==> src/rtl/lpc_cycle_queue.sv <==
// rtl/lpc_cycle_queue.sv - filtered FIFO queue for captured LPC cycles
//
// Ports:
//   clk_i        LPC clock
//   nrst_i       asynchronous active-low reset
//   tdata_i      captured cycle word: [27:12] addr, [11:4] data, [1:0] type
//   ready_i      new-cycle strobe (level; one event per rising edge)
//   capture_en_i 1 = accept new cycles
//   flush_i      synchronous queue clear
//   win_base_i   address window base
//   win_mask_i   address compare mask (1 = bit compared)
//   clr_stat_i   clears drop_cnt_o and overflow_o
//   m_data_o     head-of-queue word (first-word-fall-through)
//   m_valid_o    queue non-empty
//   m_ready_i    consumer accepts head
//   level_o      occupancy, 0..DEPTH
//   drop_cnt_o   saturating count of cycles dropped while full
//   overflow_o   sticky drop flag
module lpc_cycle_queue #(
    parameter int DEPTH = 8,
    parameter int AW    = 3
) (
    input  logic          clk_i,
    input  logic          nrst_i,
    input  logic [31:0]   tdata_i,
    input  logic          ready_i,
    input  logic          capture_en_i,
    input  logic          flush_i,
    input  logic [15:0]   win_base_i,
    input  logic [15:0]   win_mask_i,
    input  logic          clr_stat_i,
    output logic [31:0]   m_data_o,
    output logic          m_valid_o,
    input  logic          m_ready_i,
    output logic [AW:0]   level_o,
    output logic [15:0]   drop_cnt_o,
    output logic          overflow_o
);

    localparam logic [AW:0] LEVEL_FULL = (AW+1)'(DEPTH);

    logic [31:0]   mem [DEPTH];
    logic [AW-1:0] wr_ptr;
    logic [AW-1:0] rd_ptr;
    logic [AW:0]   level;
    logic [AW:0]   level_nxt;
    logic          ready_q;
    logic          valid_q;
    logic [15:0]   drop_cnt;
    logic          overflow;

    logic          evt;
    logic          type_ok;
    logic          addr_hit;
    logic          accept;
    logic          full;
    logic          pop;
    logic          push;
    logic          drop;

    always_comb begin
        evt      = ready_i & ~ready_q;
        // Valid types are 01 and 11, i.e. bit 0 set.
        type_ok  = tdata_i[0];
        addr_hit = ((tdata_i[27:12] ^ win_base_i) & win_mask_i) == 16'h0000;
        accept   = evt & capture_en_i & type_ok & addr_hit;
        full     = (level == LEVEL_FULL);
        pop      = valid_q & m_ready_i;
        // A pop in the same cycle frees the slot, so a full queue still takes the word.
        push     = accept & (~full | pop);
        drop     = accept & full & ~pop;

        level_nxt = level;
        if (push && !pop) begin
            level_nxt = level + (AW+1)'(1);
        end else if (pop && !push) begin
            level_nxt = level - (AW+1)'(1);
        end
    end

    // Edge detector keeps running through flush so a held strobe does not re-fire.
    always_ff @(posedge clk_i or negedge nrst_i) begin
        if (!nrst_i) begin
            ready_q <= 1'b0;
        end else begin
            ready_q <= ready_i;
        end
    end

    always_ff @(posedge clk_i or negedge nrst_i) begin
        if (!nrst_i) begin
            wr_ptr  <= '0;
            rd_ptr  <= '0;
            level   <= '0;
            valid_q <= 1'b0;
        end else if (flush_i) begin
            wr_ptr  <= '0;
            rd_ptr  <= '0;
            level   <= '0;
            valid_q <= 1'b0;
        end else begin
            if (push) begin
                wr_ptr <= wr_ptr + AW'(1);
            end
            if (pop) begin
                rd_ptr <= rd_ptr + AW'(1);
            end
            level   <= level_nxt;
            valid_q <= (level_nxt != '0);
        end
    end

    // Storage array: contents are don't-care while empty, so no reset.
    always_ff @(posedge clk_i) begin
        if (push && !flush_i) begin
            mem[wr_ptr] <= tdata_i;
        end
    end

    // Clear has priority over a same-cycle drop.
    always_ff @(posedge clk_i or negedge nrst_i) begin
        if (!nrst_i) begin
            drop_cnt <= 16'h0000;
            overflow <= 1'b0;
        end else if (clr_stat_i) begin
            drop_cnt <= 16'h0000;
            overflow <= 1'b0;
        end else if (drop) begin
            if (drop_cnt != 16'hFFFF) begin
                drop_cnt <= drop_cnt + 16'h0001;
            end
            overflow <= 1'b1;
        end
    end

    assign m_data_o   = mem[rd_ptr];
    assign m_valid_o  = valid_q;
    assign level_o    = level;
    assign drop_cnt_o = drop_cnt;
    assign overflow_o = overflow;

endmodule

==> config.mk <==
export PLATFORM = sky130hd
export DESIGN_NAME = lpc_cycle_queue
export DESIGN_NICKNAME = d
export VERILOG_FILES = /design/src/rtl/lpc_cycle_queue.sv
export SDC_FILE = /design/constraint.sdc
export NUM_CORES = 1
export LEC_CHECK = 0
export ABC_AREA = 1
export BUFFER_PORTS_ARGS = -buffer_cell sky130_fd_sc_hd__buf_2
export CAP_MARGIN = 30
export CELL_PAD_IN_SITES_DETAIL_PLACEMENT = 1
export CELL_PAD_IN_SITES_GLOBAL_PLACEMENT = 1
export CORE_MARGIN = 2
export CORE_UTILIZATION = 38
export DETAILED_ROUTE_END_ITERATION = 10
export PLACE_DENSITY_LB_ADDON = 0.1
export SLEW_MARGIN = 40
export SYNTH_ARGS = -nofsm -noshare
export SYNTH_HDL_FRONTEND = slang
export SYNTH_SLANG_ARGS = --single-unit
==> constraint.sdc <==
create_clock -name clk_i -period 4.4 [get_ports clk_i]
set_input_delay 0.22 -clock clk_i [delete_from_list [all_inputs] [get_ports clk_i]]
set_output_delay 0.22 -clock clk_i [all_outputs]
set_load 0.05 [all_outputs]
Word level (Yosys, flattened, before mapping)
Memories as Yosys holds them, arrays and structs flattened.
Cells that the tools add are included.
- flip-flop bits (word level): 29
- bits in writable memories: 256
- output and inout port bits: 54
- logic and storage cells: 57
- memories: 1
- add/subtract/negate cells: 5
- equality and inequality tests: 2
- muxes and demuxes: 15
- bitwise logic cells: 14
- reduce and logical (&&, ||, !) cells: 13
- memories (memory ; depth ; width ; read ports ; clocked after Yosys merged registers in ; write ports ; RTL line ; source):
    mem ; 8 ; 32 ; 1 ; 0 ; 1 ; 42 ; logic [31:0] mem [DEPTH];
- operators by type and width (cell ; number):
    $mux 16 ; 3
    $add 16x1->16 const B ; 1
    $and 16x16->16 ; 1
    $logic_not 16->1 ; 1
    $ne 16x16->1 const B ; 1
    $xor 16x16->16 ; 1
    $mux 3 ; 4
    $mux 4 ; 3
    $and 1x1->1 ; 8
    $reduce_bool 2->1 ; 4
    $add 3x1->3 const B ; 2
    $mux 1 ; 5
    $add 4x1->4 const B ; 1
    $eq 4x4->1 const B ; 1
    $reduce_bool 4->1 ; 1
    $sub 4x1->4 const B ; 1
    $logic_and 1x1->1 ; 3
    $logic_not 1->1 ; 3
    $not 1->1 ; 3
    $reduce_and 2->1 ; 1
    $or 1x1->1 ; 1

Logic depth before layout (Yosys ltp)
- depth after elaboration: 12
- depth in mapped cells: 15
- depth with buffers taken out: 15

Least setup slack after synthesis
No wires, ideal clock.
- path type: register -> register
- start point: register level[0] (netlist: level_o[0])
- end point: memory mem[4][0] (enable)
- setup time: 461 ps
- data arrival time: 3985 ps
- data required time: 3939 ps
- setup slack: -46 ps
- stages on the path, launching flop included: 8
- period minus slack after synthesis: 4446 ps
- path through: dfrtp_1 inv_1 ha_1 nand4_1 inv_1 nor4_2 nand2_1 nor3_1
- longest elaborated chain between the ends: 7
- ends and longest elaborated chain (what ; RTL line ; source):
    start, declared ; 45 ; logic [AW:0] level;
    start signal, assigned ; 108 ; level <= level_nxt;
    $eq 4x4->1 ; 67 ; full = (level == LEVEL_FULL);
    $not 1->1 ; 70 ; push = accept & (~full | pop);
    $or 1x1->1 ; 70 ;
    $and 1x1->1 ; 70 ;
    $logic_and 1x1->1 ; 115 ; if (push && !flush_i) begin
    $mux 1 ; 115 ;
    $mux 1 (implied by the code) ; 116 ; mem[wr_ptr] <= tdata_i;
    end, declared ; 42 ;
Every way passes these cells.

Worst setup path in the final report
- start point: register rd_ptr[0]
- end point: output port m_data_o[19]
- longest elaborated chain between the ends: 1
- ends and longest elaborated chain (what ; RTL line ; source):
    start, declared ; 44 ; logic [AW-1:0] rd_ptr;
    start signal, assigned ; 106 ; rd_ptr <= rd_ptr + AW'(1);
    $mem_v2 8x32 ; - ;
    end, declared ; 32 ; output logic [31:0] m_data_o,
Every way passes these cells.

==> results.sh <==
export IMPL_synth_ff_type="edfxtp_1"
export IMPL_worstSetupPathType="flop to output pin"
export IMPL_synth_async_sr_flop_share=0.102
export IMPL_grt_util_all_layers=0.195
export IMPL_synth_top_area_frac=0.642
export IMPL_synth_area_top_cells="edfxtp_1 (64%), nor2_1 (8.3%), dfrtp_1 (6.1%)"
export IMPL_placed_cell_area_sq_um=13100
export IMPL_setup_viol=0
export IMPL_synth_area_leader_cell="edfxtp_1"
export IMPL_drv_cap=0
export IMPL_tritoncts="done"
export IMPL_syn_num_nets=1125
export IMPL_portBuffers=124
export IMPL_ant_nets=0
export IMPL_final_common_cell="nor2_1"
export IMPL_fin_worst_skew_ps=19.5
export IMPL_viasPerCell=5.20
export IMPL_ys_seq_area_frac=0.703
export IMPL_rsz0062_at_grt="no"
export IMPL_drv_slew=0
export IMPL_hold_slack_ps=14.0
export IMPL_grt_max_degree=95
export IMPL_cp_start_kind="flop"
export IMPL_synthCells=1048
export IMPL_antenna_cells=0
export IMPL_worstMarginPinSlew_ps=780
export IMPL_routed_wl_mm=31.4
export IMPL_core_area_sq_um=30800
export IMPL_synth_edff_count=256
export IMPL_hold_class="primary input to flop"
export IMPL_synthesis_area_sq_um=12000
export IMPL_synth_cell_type_count=37
export IMPL_fin_crit_sh=0.757
export IMPL_multi_input_area_sq_um=3190
export IMPL_die_h_um=181
export IMPL_yosysWarnings=0
export IMPL_fillers=3297
export IMPL_crit_fanout=48
export IMPL_start_util=0.388
export IMPL_fin_nets=1262
export IMPL_seq_area_sq_um=8420
export IMPL_rows=64
export IMPL_fmax_mhz=300
export IMPL_grt_pass1_vias=8724
export IMPL_chipWidth_um=181
export IMPL_met2_usage=0.334
export IMPL_post_route_util=0.463
export IMPL_grt_pass1_wl_mm=49.8
export IMPL_layout_drive_gt1_share=0.184
export IMPL_ys_ff_latch=285
export IMPL_grt_use_met1=0.259
export IMPL_finalHoldViolations=0
export IMPL_peakVddDrop_v=0.000294
export IMPL_final_cell_mix="nor2_1 (264), edfxtp_1 (256), o21ai_0 (136), buf_2 (124), nand2_1 (79)"
export IMPL_post_route_min_period_ps=3330
export IMPL_vias=8348
export IMPL_crit_arrival_ps=3110
export IMPL_die_area_sq_um=32900
export IMPL_post_cts_setup_buffer_count=0
export IMPL_worst_r2r_startpoint="level_o[0]"
export IMPL_fin_tns_setup_ps=0
export IMPL_required_ps=4180
export IMPL_gr_total_overflow=0
export IMPL_clockRootBuffer="clkbuf_16"
export IMPL_cts_buffers=34
export IMPL_outcome="finished clean"
export IMPL_power_leakage_uw=0.00528
export IMPL_startpoint="rd_ptr[0]"
export IMPL_insertion_delay_ps=510
export IMPL_clockBufferDepth=3
export IMPL_avgSynthCellArea_sq_um=11.4
export IMPL_wl_per_cell_um=19.6
export IMPL_power_density_nw_per_um2=503
export IMPL_hpwl_mm=19.1
export IMPL_top_usage_layer="met2"
export IMPL_antenna_found_initial=1
export IMPL_htree_levels=2
export IMPL_critical_path_endpoint_type="output pin"
export IMPL_dp_slack_ps=1470
export IMPL_final_area_sq_um=14300
export IMPL_syn2layout_area_growth_pct=19.2
export IMPL_drc_errors=0
export IMPL_firstDrtPassIters=4
export IMPL_path_clk_slew_ps=60
export IMPL_relSlewSlack=0.480
export IMPL_pin_count=125
export IMPL_clock_sinks=285
export IMPL_gp_congestion=0.770
export IMPL_hold_start="tdata_i[6]"
export IMPL_setup_ws_ps=1070
export IMPL_drt_iter0_drc=453
export IMPL_globalRouteMet3Util=0.0301
## repair_timing
| action | CTS | global route |
|---|---|---|
| resized for setup | 0 | 0 |
| endpoints found under the setup margin | 0 | 0 |
| hold buffers | 9 | 0 |
| endpoints found under the hold margin | 86 | 0 |
## area by class of cell
| cell class | instances | share of cell area |
|---|---|---|
| well taps | 396 | 0.0347 |
| clock inverters | 14 | 0.00877 |
| clock buffers | 46 | 0.0664 |
| inverters | 48 | 0.0129 |
| multi-input cells | 659 | 0.223 |
| repair buffers | 157 | 0.0636 |
| flip-flops and latches | 285 | 0.590 |
## layer usage
| metal | part of all wire | vias up |
|---|---|---|
| met3 | 0.043 | 54 |
| met2 | 0.49 | 167 |
| met4 | 0.021 | 2 |
| met5 | 0.00041 | - |
| li1 | - | 3992 |
| met1 | 0.45 | 4133 |
## flip-flops by register name, summed over array words and instances, names as in the netlist
register	flops
mem	256
level_o	4
m_valid_o	1
wr_ptr	3
drop_cnt_o	16
ready_q	1
overflow_o	1
rd_ptr	3
## worst max-delay path, cell delays in order, from the launching register on
cell      delay (ps)
dfrtp_4          690
clkinv_2         670
buf_4            480
o21ai_0          180
o22ai_1           90
nor2_1           110
a31oi_1           90
buf_2            280
## kinds of logic (layout without fill, tap and decap cells)
kind of cell,after synthesis,count (layout),share of synthesized area
compound gates,222,222,0.101
fa+ha+maj,6,6,0.00627
buf+inv,104,265,0.0342
simple gates,417,417,0.145
xor+xnor,14,14,0.0102
flops,285,285,0.703
## final timing paths
path,to,slack (ps),cells after the start
worst min-delay path,mem[4][6],10,1
worst min register to register,overflow_o,500,1
max in group asynchronous,rd_ptr[0],3540,2
worst max register to register,mem[6][30],1530,8
min in group asynchronous,drop_cnt_o[4],300,2
worst max-delay path,m_data_o[19],1070,7
## synthesized netlist by cell type, drive strengths merged, types with 11 or more instances
cell,n
a31oi,32
dfrtp,29
nor3,12
o22ai,32
clkbuf,48
nor2,269
o21ai,144
nand3,41
nand2,81
inv,48
xor2,11
edfxtp,256
## report_power, final
group	total, uW	internal (uW)	switching (uW)	leakage, uW
clock network	2700	1630	1070	0.000526
logic	1460	370	1090	0.00206
registers	3010	2970	45.8	0.00270
## through the flow
stage / std cells / total power, uW
2_1_floorplan: 1048 / 4090
3_3_place_gp: 1536 / 4530
3_5_place_dp: 1536 / 4540
4_1_cts: 1605 / 7260
5_1_grt: 1605 / 7490
6_report: 1605 / 7180
(Power assumes the default switching activity.)
